--- src/rtl/secuenciador_instrucciones.sv ---
// Instruction sequencer for the ChocoRol datapath.
// Issues a loaded program word by word and buffers each result R in a small FIFO.
module secuenciador_instrucciones #(
    parameter int IW = 20,
    parameter int AW = 4,
    parameter int RD = 4
) (
    input  logic          clk,
    input  logic          rst,
    input  logic          load_en,
    input  logic [AW-1:0] load_addr,
    input  logic [IW-1:0] load_data,
    input  logic          start,
    input  logic [AW-1:0] last_addr,
    output logic [IW-1:0] Instruccion,
    output logic          instr_valid,
    input  logic [IW-1:0] R,
    output logic [IW-1:0] res_data,
    output logic          res_valid,
    input  logic          res_ready,
    output logic          busy,
    output logic          done
);

    // RD must be a power of two >= 2 so the pointers wrap naturally
    localparam int DW = $clog2(RD);
    localparam int CW = DW + 1;
    localparam int MD = 2 ** AW;

    typedef enum logic [1:0] {
        IDLE,
        ISSUE,
        CAPTURE,
        DONE
    } state_t;

    state_t        state;
    logic [AW-1:0] pc;
    logic [AW-1:0] lastReg;

    logic [IW-1:0] progMem [MD];
    logic [IW-1:0] fifoMem [RD];
    logic [DW-1:0] wrPtr;
    logic [DW-1:0] rdPtr;
    logic [CW-1:0] count;

    logic          memWrite;
    logic          pushOk;
    logic          popOk;
    logic [IW-1:0] firstWord;
    logic [IW-1:0] nextWord;
    logic [AW-1:0] pcNext;

    // Loads only land while idle; a load in the start cycle must reach the first issue
    assign memWrite  = load_en && (state == IDLE);
    assign pcNext    = pc + 1'b1;
    assign firstWord = (memWrite && (load_addr == '0)) ? load_data : progMem[0];
    assign nextWord  = progMem[pcNext];

    // Push only on free space seen at this edge; a same-cycle pop does not count
    assign pushOk = (state == CAPTURE) && (count < CW'(RD));
    assign popOk  = res_valid && res_ready;

    assign res_valid = (count != '0);
    assign res_data  = res_valid ? fifoMem[rdPtr] : '0;

    // Program storage, deliberately untouched by reset
    always_ff @(posedge clk) begin
        if (memWrite && !rst) begin
            progMem[load_addr] <= load_data;
        end
    end

    // Sequencing FSM with registered interface outputs
    always_ff @(posedge clk) begin
        if (rst) begin
            state       <= IDLE;
            pc          <= '0;
            lastReg     <= '0;
            Instruccion <= '0;
            instr_valid <= 1'b0;
            busy        <= 1'b0;
            done        <= 1'b0;
        end else begin
            instr_valid <= 1'b0;
            done        <= 1'b0;
            unique case (state)
                IDLE: begin
                    if (start) begin
                        state       <= ISSUE;
                        pc          <= '0;
                        lastReg     <= last_addr;
                        Instruccion <= firstWord;
                        instr_valid <= 1'b1;
                        busy        <= 1'b1;
                    end
                end
                ISSUE: begin
                    state <= CAPTURE;
                end
                CAPTURE: begin
                    if (pushOk) begin
                        if (pc == lastReg) begin
                            state <= DONE;
                            done  <= 1'b1;
                        end else begin
                            pc          <= pcNext;
                            Instruccion <= nextWord;
                            instr_valid <= 1'b1;
                            state       <= ISSUE;
                        end
                    end
                end
                DONE: begin
                    state <= IDLE;
                    pc    <= '0;
                    busy  <= 1'b0;
                end
                default: begin
                    state <= IDLE;
                end
            endcase
        end
    end

    // Result storage; stale entries are unreachable once the count drops
    always_ff @(posedge clk) begin
        if (pushOk && !rst) begin
            fifoMem[wrPtr] <= R;
        end
    end

    // FIFO pointers and occupancy
    always_ff @(posedge clk) begin
        if (rst) begin
            wrPtr <= '0;
            rdPtr <= '0;
            count <= '0;
        end else begin
            if (pushOk) begin
                wrPtr <= wrPtr + 1'b1;
            end
            if (popOk) begin
                rdPtr <= rdPtr + 1'b1;
            end
            unique case ({pushOk, popOk})
                2'b10:   count <= count + 1'b1;
                2'b01:   count <= count - 1'b1;
                default: count <= count;
            endcase
        end
    end

endmodule
--- config.mk ---
export PLATFORM = sky130hd
export DESIGN_NAME = secuenciador_instrucciones
export DESIGN_NICKNAME = d
export VERILOG_FILES = /design/src/rtl/secuenciador_instrucciones.sv
export SDC_FILE = /design/constraint.sdc
export NUM_CORES = 1
export LEC_CHECK = 0
export BUFFER_PORTS_ARGS = -buffer_cell sky130_fd_sc_hd__buf_2
export CELL_PAD_IN_SITES_DETAIL_PLACEMENT = 0
export CELL_PAD_IN_SITES_GLOBAL_PLACEMENT = 1
export CORE_MARGIN = 2
export CORE_UTILIZATION = 40
export DETAILED_ROUTE_END_ITERATION = 16
export HOLD_SLACK_MARGIN = 0.08
export MAX_ROUTING_LAYER = met4
export PLACE_DENSITY_LB_ADDON = 0.1
export SETUP_SLACK_MARGIN = 0.15
export SYNTH_ARGS = -nofsm -noshare
export SYNTH_HDL_FRONTEND = slang
export SYNTH_SLANG_ARGS = --single-unit
--- constraint.sdc ---
create_clock -name clk -period 3.4 [get_ports clk]
set_input_delay 0.51 -clock clk [delete_from_list [all_inputs] [get_ports clk]]
set_output_delay 0.51 -clock clk [all_outputs]
set_load 0.05 [all_outputs]
Word-level counts from Yosys, hierarchy flattened --
Memories as Yosys holds them, arrays and structs flattened. A register that Yosys moved wholly into a read port is not among the register bits. Cells that the tools add are included.
Word-level totals: bits in registers 40, memory bits (writable) 400, bits of input ports 53, output and inout bits 44, word-level logic and storage cells 77, memories 2
Memory list:
- progMem | depth 16, width 20, rd ports 2, clocked after Yosys merged registers in 0, wr ports 1, RTL line 41 | logic [IW-1:0] progMem [MD];
- fifoMem | depth 4, width 20, rd ports 1, clocked after Yosys merged registers in 1, wr ports 1, RTL line 42 | logic [IW-1:0] fifoMem [RD];
Cells by class: $add $sub $neg 5, order comparisons 1, equality and inequality tests 9, muxes and demuxes 28, bitwise gates (word level) 2, reductions and logical operators 20
Operators with widths (number):
- 20-bit two-way mux | 5
- 20-bit one-hot mux with 2 select lines | 1
- 4-bit two-way mux | 3
- 4-bit one-hot mux with 3 select lines | 1
- 2-bit two-way mux | 5
- 1-bit two-way mux | 9
- 2-bit one-hot mux with 4 select lines | 1
- 4-bit AND reduction | 2
- 2-bit equality test, second input constant | 3
- 1-bit logical AND | 6
- 2-bit inequality test, second input constant | 3
- 3-bit one-hot mux with 2 select lines | 1
- 2-bit AND reduction | 3
- 2-bit nonzero test | 3
- 3-bit nonzero test | 2
- 2-bit by 1-bit adder with 2-bit output, second input constant | 2
- 4-bit by 1-bit adder with 4-bit output, second input constant | 1
- 2-bit by 1-bit equality test with 1-bit output, second input constant | 2
- 4-bit equality test | 1
- 4-bit zero test | 1
- 1-bit one-hot mux with 2 select lines | 2
- 3-bit by 1-bit adder with 3-bit output, second input constant | 1
- 3-bit less-than comparator, second input constant | 1
- 3-bit OR reduction | 1
- other kinds (4) | 5

Depth between registers and ports, before layout --
Gate-level depths: netlist of run 1.
word-level depth 6, mapped depth 11

Worst setup path before layout of run 1 --
No wires, ideal clock.
kind register to register, from register state[1], to memory progMem[8][0], enable pin, arrival time 2.408 ns, data required time 2.978 ns, setup slack 0.570 ns, stages on the path, launching flop included 7, period minus slack after synthesis 2.830 ns, cell sequence dfxtp_1 > clkbuf_1 > nor2_1 > nand2_1 > nor2_1 > nand3b_1 > nor3_1
On the way: longest elaborated chain between the ends 5
RTL lines:
- from (decl) | RTL line 37 | state_t state;
- from (signal assigned) | RTL line 77 | state <= IDLE;
- from (signal assigned) | RTL line 90 | state <= ISSUE;
- from (signal assigned) | RTL line 99 | state <= CAPTURE;
- 2-bit zero test | RTL line 55 | assign memWrite = load_en && (state == IDLE);
- 1-bit logical AND | RTL line 55
- 1-bit logical AND | RTL line 69 | if (memWrite && !rst) begin
- 1-bit two-way mux | RTL line 69
- 1-bit two-way mux (implied by the code) | RTL line 70 | progMem[load_addr] <= load_data;
- to (decl) | RTL line 41
No other way between the ends.

==> flow_metrics.py, run 1 <==
metrics = {
    "clock_network": {
        "cts.htree.levels": 2,
        "postCtsResizedCells": 0,
        "cts.sinks": 442,
        "cts.clk_slew.worst_paths_ps": 60,
        "cts_hold_buf": 0,
        "cts_buffers": 48,
        "cts_tree": "yes",
        "postCtsSetupBuffers": 0,
        "cts-root-buf": "clkbuf_16",
        "clock_latency_ps": 580,
        "cts_max_path_buffers": 3,
    },
    "worst_setup_path": {
        "crit_fanout": 12,
        "crit_slowest_cell": "dfxtp_1",
        "path_cells": "buf_4, mux4_2, and2_1, buf_2",
        "crit_type": "reg2out",
        "endpoint_kind": "primary output",
        "critPathMaxStageDelay_ps": 690,
        "cp.arrival_ps": 2270,
        "critPathRequiredTime_ps": 2890,
        "cp-start-kind": "register",
    },
    "timing": {
        "setup_tns_ps": 0,
        "timing.fmax_mhz": 360,
        "fin_crit_ps": 2780,
        "finalSetupViolCount": 0,
        "finalCritPeriodShare_pct": 81.6,
        "tightest_slew_ps": 1100,
        "maxSlewHeadroom_pct": 26.7,
        "hold_slack_ps": 155,
        "final.setup_skew_ps": 11.2,
        "slew_viol_final": 0,
        "layout_setup_ws_ps": 625,
        "hold_violations": 0,
        "rsz0062_at_grt": "no",
    },
    "synth": {
        "synth_top_family_by_area": "multiplexers",
        "synth_top_area_share_pct": 68.7,
        "ys_warn_count": 0,
        "synthesis.area_mm2": 0.0175,
        "syn-instance-count": 974,
        "synth-compound-area-share_pct": 4.99,
        "ys_top_cells_by_count": "400 x edfxtp_1, 94 x nand2_1, 81 x mux2i_1",
        "synth_area_leaders": "edfxtp_1 69%, mux4_2 8.0%, dfxtp_1 4.8%, mux2i_1 4.6%, nand2_1 2.0%",
        "synth-main-ff-cell": "edfxtp_1",
        "ys_async_sr_fraction_pct": 0,
        "yosysMostFrequentCell": "edfxtp_1",
        "synth_xor_area_share_pct": 0.644,
        "syn-num-nets": 1034,
        "synth_fa_ha_area_share_pct": 0.544,
        "avgSynthCellArea_um2": 18.0,
        "synth_edf_count": 400,
        "yosysSeqAreaShare_pct": 73.5,
        "synth-simple-area-share_pct": 5.74,
        "yosysTopAreaCell": "edfxtp_1",
        "synth_mux_area_share_pct": 12.6,
        "yosysUniqueCellTypes": 43,
        "ys_ff_latch": 442,
    },
    "drt": {
        "drt_wl_total_mm": 41.3,
        "firstDrtPassIters": 5,
        "ant_nets": 0,
        "wire_per_inst_um": 23.9,
        "drt-vias-per-instance": 5.29,
        "post-route-drc-count": 0,
        "drt_iter0_markers": 671,
        "vias": 9133,
    },
    "global_routing": {
        "antenna_found_initial": 0,
        "grt_first_pass_wirelength_mm": 61.2,
        "grt_pass1_vias": 9341,
        "grt.total_usage_pct": 19.3,
        "grt_max_degree": 98,
        "overflow": 0,
    },
    "floorplanning": {
        "core_area_mm2": 0.0431,
        "row_count": 76,
        "initial_core_util_pct": 40.6,
        "die_width_um": 213,
        "die_h_um": 213,
        "die_area_mm2": 0.0454,
        "pin_count": 97,
    },
    "final_layout": {
        "drive_above_1_share_pct": 27.1,
        "multi_input_area_mm2": 0.00436,
        "postLayoutCellArea_mm2": 0.0203,
        "antenna_cells": 0,
        "seq_area_mm2": 0.0129,
        "area_delta_synth_final_pct": 16.1,
        "nets": 1166,
        "num-fill-cells": 3673,
    },
    "pwr": {
        "seqPwrFrac_pct": 48.5,
        "switching_power_mw": 3.14,
        "netSwitchingFraction_pct": 25.1,
        "power_frac_comb_pct": 11.8,
        "total_power_mw": 12.5,
        "power_density_mw_per_mm2": 617,
        "power.leakage_nw": 6.60,
        "p_clk_share_pct": 39.8,
        "peakVddDrop_mv": 0.476,
        "intPower_mw": 9.39,
    },
    "place": {
        "place_congestion": 0.757,
        "dpl-instance-area_mm2": 0.0188,
        "hpwl_mm": 24.8,
        "preCtsSetupSlack_ps": 722,
        "port_buffers": 96,
    },
    "hold_path": {
        "hp-class": "in2reg",
    },
    "flow_run": {
        "max_cap_viol_count": 0,
    },
    "run_status": {
        "status": "completed",
    },
}
cell usage in the layout (no fill, tap or decap), drive strengths merged, types with 6 or more instances in the layout:
cell type    n
mux2i       81
buf        138
a21oi       12
mux4        62
edfxtp     400
inv          8
nand2b       7
dfxtp       42
a221oi      38
nand3       23
a22oi       19
clkbuf      72
clkinv      11
a32o        19
and2        30
nor2        35
nor2b        6
ha           6
nand2       94
xor2         9
flip-flops by register name, indices dropped and copies added (netlist names), named ones only:
name / flops
Instruccion: 20
count: 3
busy: 1
done: 1
lastReg: 4
state: 2
wrPtr: 2
progMem: 320
instr_valid: 1
rdPtr: 2
pc: 4
fifoMem: 80
cell type report:
| type | instances | area share (%) |
|---|---|---|
| well taps | 585 | 3.61 |
| multi-input cells | 469 | 21.5 |
| flip-flops and latches | 442 | 63.3 |
| repair buffers | 138 | 4.04 |
| clock buffers | 72 | 6.71 |
| inverters | 7 | 0.129 |
| clock inverters | 15 | 0.709 |
worst max-delay path: cells and delay by family (launching register included):
family / cells / cell delay [ps]
multiplexers: 1 / 300
buffers and inverters: 2 / 510
AND/OR/NAND/NOR: 1 / 180
flip-flops: 1 / 690
power by group through the flow:
stage               clock (mW)  sequential (mW)  combinational [mW]
finish                    4.98             6.07                1.48
global route              5.32             6.08                1.59
CTS                       5.14             6.07                1.50
detailed placement           0             6.19                1.50
global placement             0             6.19                1.50
floorplan                    0             6.27               0.956
cell families after synthesis:
kind of cell / Yosys count
flops: 442
simple gates: 212
mux: 143
compound gates: 95
buf+inv: 63
xor+xnor: 12
fa+ha+maj: 7
layer usage:
metal	vias up	part of all wire, %	global-route usage [%]
li1	4157	-	-
met1	4673	47	27.0
met2	240	45	28.8
met3	63	5.6	3.46
met4	0	2.0	5.71
met5	-	0	-
through the flow:
stage | util [%] | instances
finish | 47.1 | 1728
global route | 47.1 | 1728
CTS | 47.1 | 1728
detailed placement | 43.6 | 1641
global placement | 43.6 | 1641
floorplan | - | 974
path summary, 6_finish.rpt:
check	startpoint	to	slack, ps	cells after the start
hold reg to reg	Instruccion[6]	Instruccion[6]	460	1
setup / recovery	register	res_data[18]	620	4
hold / removal	R[8]	fifoMem[0][8]	150	1
setup reg to reg	state[1]	progMem[5][11]	740	6
No activity file was read; power rests on OpenSTA's default activity.
==> inputs of run 2 (changes only) <==
- ABC_AREA: not set -> 1
- clock period: 3.4 -> 2.25 ns (I/O delays scaled with it)
==> run 2 against run 1 <==
  * Critical endpoint is now res_data[6]
  * Largest power group unchanged
  * Register-to-register slack worse by 460 ps
  * Clock-buffer cell count is 4 lower
  * Hold slack worse by 48 ps
  * Die area is 8.0% higher
  * Clock power is 44% higher
  * Sequential share of layout area is 6.9 points lower
==> flow_metrics.py, run 2 <==
metrics = {
    "run_status": {
        "status": "completed",
    },
    "worst_setup_path": {
        "crit_fanout": 4,
        "rr_endpoint": "Instruccion[5]",
        "rr_startpoint": "pc[0]",
        "cp-start-kind": "register",
        "critPathRequiredTime_ps": 1910,
        "crit_type": "reg2out",
        "critPathTopFamily": "buffers and inverters",
        "crit_slowest_cell": "dfxtp_4",
        "endpoint_kind": "primary output",
        "reg2regPathDepth": 11,
        "path_cells": "buf_12, clkinvlp_4, buf_6, nor2_2, o21ai_1, a21oi_1, buf_4",
        "regToRegSetupSlack_ps": 280,
        "critPathMaxStageDelay_ps": 400,
        "cp.arrival_ps": 1880,
        "path_buf_inv": 4,
    },
    "pwr": {
        "p_clk_share_pct": 32.9,
        "power.leakage_nw": 9.11,
        "seqPwrFrac_pct": 42.4,
        "intPower_mw": 14.9,
        "total_power_mw": 21.8,
        "netSwitchingFraction_pct": 31.7,
        "power_frac_comb_pct": 24.7,
        "power_density_mw_per_mm2": 958,
        "switching_power_mw": 6.92,
        "peakVddDrop_mv": 0.529,
    },
    "synth": {
        "synth_edf_count": 400,
        "yosysSeqAreaShare_pct": 68.0,
        "syn-num-nets": 1910,
        "ys_top_cells_by_count": "520 x nand2_1, 400 x edfxtp_1, 226 x nand3_1",
        "yosysMostFrequentCell": "nand2_1",
        "yosysUniqueCellTypes": 31,
        "synthesis.area_mm2": 0.0189,
        "yosysTopAreaCell": "edfxtp_1",
        "avgSynthCellArea_um2": 10.2,
        "syn-instance-count": 1850,
        "synth_area_leaders": "edfxtp_1 64%, nand2_1 10%, nand3_1 6.0%, dfxtp_1 4.4%, inv_1 4.1%",
        "synth-main-ff-cell": "edfxtp_1",
        "ys_ff_latch": 442,
        "synth_top_area_share_pct": 63.5,
        "ys_async_sr_fraction_pct": 0,
        "ys_warn_count": 0,
    },
    "hold_path": {
        "min_path_cells": 4,
        "hold_start": "res_ready",
        "hp-class": "in2reg",
    },
    "timing": {
        "rsz0062_at_grt": "yes",
        "timing.fmax_mhz": 451,
        "finalCritPeriodShare_pct": 98.6,
        "final.setup_skew_ps": 14.3,
        "finalSetupViolCount": 0,
        "slew_viol_final": 0,
        "layout_setup_ws_ps": 31.9,
        "maxSlewHeadroom_pct": 61.4,
        "fin_crit_ps": 2220,
        "hold_violations": 0,
        "tightest_slew_ps": 579,
    },
    "floorplanning": {
        "die_width_um": 221,
        "pin_count": 97,
        "die_h_um": 221,
        "core_area_mm2": 0.0466,
        "initial_core_util_pct": 40.6,
        "row_count": 79,
        "die_area_mm2": 0.0490,
    },
    "global_routing": {
        "overflow": 0,
        "grt_pass1_vias": 13100,
        "grt_first_pass_wirelength_mm": 77.3,
        "antenna_found_initial": 0,
        "grt_max_degree": 58,
        "grt.total_usage_pct": 21.4,
    },
    "clock_network": {
        "cts.htree.levels": 2,
        "clock_latency_ps": 590,
        "cts.clk_slew.worst_paths_ps": 60,
        "cts_max_path_buffers": 3,
        "cts_buffers": 48,
        "cts-root-buf": "clkbuf_16",
        "cts_tree": "yes",
        "cts.sinks": 442,
    },
    "final_layout": {
        "largest_registers": "progMem x320, fifoMem x80, Instruccion x20",
        "antenna_cells": 0,
        "layoutNonFillerInstCount": 2658,
        "final_common_cell": "nand2_1",
        "nets": 2073,
        "largest_reg_flops": 320,
        "drive_above_1_share_pct": 15.4,
        "area_delta_synth_final_pct": 20.6,
        "largest-register": "progMem",
        "num-fill-cells": 4236,
        "final_cell_mix": "520 x nand2_1, 400 x edfxtp_1, 226 x nand3_1",
    },
    "place": {
        "place_congestion": 0.817,
        "port_buffers": 96,
        "hpwl_mm": 31.1,
        "dpl.cell_count": 2533,
        "preCtsSetupSlack_ps": 243,
    },
    "drt": {
        "drt_iter0_markers": 903,
        "wire_per_inst_um": 18.9,
        "vias": 13000,
        "drt-vias-per-instance": 4.89,
        "drt_wl_total_mm": 50.3,
        "firstDrtPassIters": 5,
        "ant_nets": 0,
        "post-route-drc-count": 0,
    },
    "flow_run": {
        "max_cap_viol_count": 0,
    },
}
## run 2: cell types whose count changed in the layout (fill, tap and decap cells not counted), moves of 32 or more
cell     previous run  this run
mux4_2             62         0
mux2i_1            81         0
nor2_1             21       169
buf_12              2        34
o21ai_1             1        43
nand3_1            23       226
nand2_1            94       520
inv_1               7       204
## run 2: power by group through the flow
stage	Combinational (mW)	Clock, mW	Sequential (mW)
CTS	5.30	7.38	9.26
global placement	4.83	0	9.40
detailed placement	4.83	0	9.40
finish	5.39	7.18	9.26
floorplan	3.03	0	9.52
global route	5.85	7.70	9.28
## run 2: per-layer routing
metal | global-route usage (%) | vias to the layer above | routed length, um
met2 | 35.4 | 251 | 24800
met1 | 26.8 | 6245 | 22000
met4 | 7.32 | 0 | 1590
met5 | - | - | 0
met3 | 3.19 | 80 | 1910
li1 | - | 6422 | -
## run 2: how the worst max path moves through the flow
| stage | startpoint | endpoint | slack, ps | depth (start not counted) |
|---|---|---|---|---|
| finish | register | res_data[6] | 30 | 7 |
| global route | register | res_data[6] | -70 | 7 |
| CTS | register | res_data[7] | -9 | 6 |
| detailed placement | state[0] | progMem[10][4] | 240 | 6 |
| global placement | state[0] | progMem[10][3] | 250 | 6 |
| floorplan | state[1] | fifoMem[0][0] | -20 | 5 |
## run 2: final cells by class
| cell class | instances | area, um2 | share of cell area (%) |
|---|---|---|---|
| clock inverter | 20 | 119 | 0.521 |
| clock buffer | 68 | 1300 | 5.69 |
| timing repair buffer | 208 | 1980 | 8.68 |
| timing repair inverter | 1 | 7.51 | 0.0329 |
| inverter | 211 | 803 | 3.52 |
| multi-input combinational | 1101 | 4970 | 21.8 |
| sequential | 442 | 12900 | 56.4 |
| tap | 607 | 759 | 3.33 |
## run 2: repair_timing
item | CTS | global route
pin swaps | 7 | 17
setup endpoints to repair | 20 | 69
hold buffers | 25 | 0
gates resized for setup | 49 | 39
cloned | 4 | 2
hold endpoints to repair | 85 | 0
buffers inserted | 6 | 0
## run 2: through the flow
stage | hold WS, ps | setup TNS, ps | util (%) | area, um2
after floorplan | 436 | -2190 | - | 18900
after global placement | 444 | 0 | 44.5 | 20700
after detailed placement | 453 | 0 | 44.5 | 20700
after CTS | 80.5 | -16.0 | 48.7 | 22700
after global routing | 84.3 | -447 | 49.0 | 22800
final | 107 | 0 | 49.0 | 22800
## run 2: worst register-to-register path, stage by stage (launching register included)
cell and delay (ps):
dfxtp_4 370, buf_12 180, inv_4 180, buf_12 270
buf_12 210, nand2_1 50, nand3_1 80, nand3_1 120
nand3_1 110, nand3_1 120, nand2_1 130, a21oi_2 50
## run 2: kinds of logic after synthesis
| logic type | Yosys count | share of synthesized area [%] |
|---|---|---|
| flops | 442 | 68.0 |
| buf+inv | 307 | 6.68 |
| fa+ha+maj | 7 | 0.503 |
| simple gates | 958 | 20.9 |
| compound gates | 130 | 3.70 |
| xor+xnor | 6 | 0.278 |
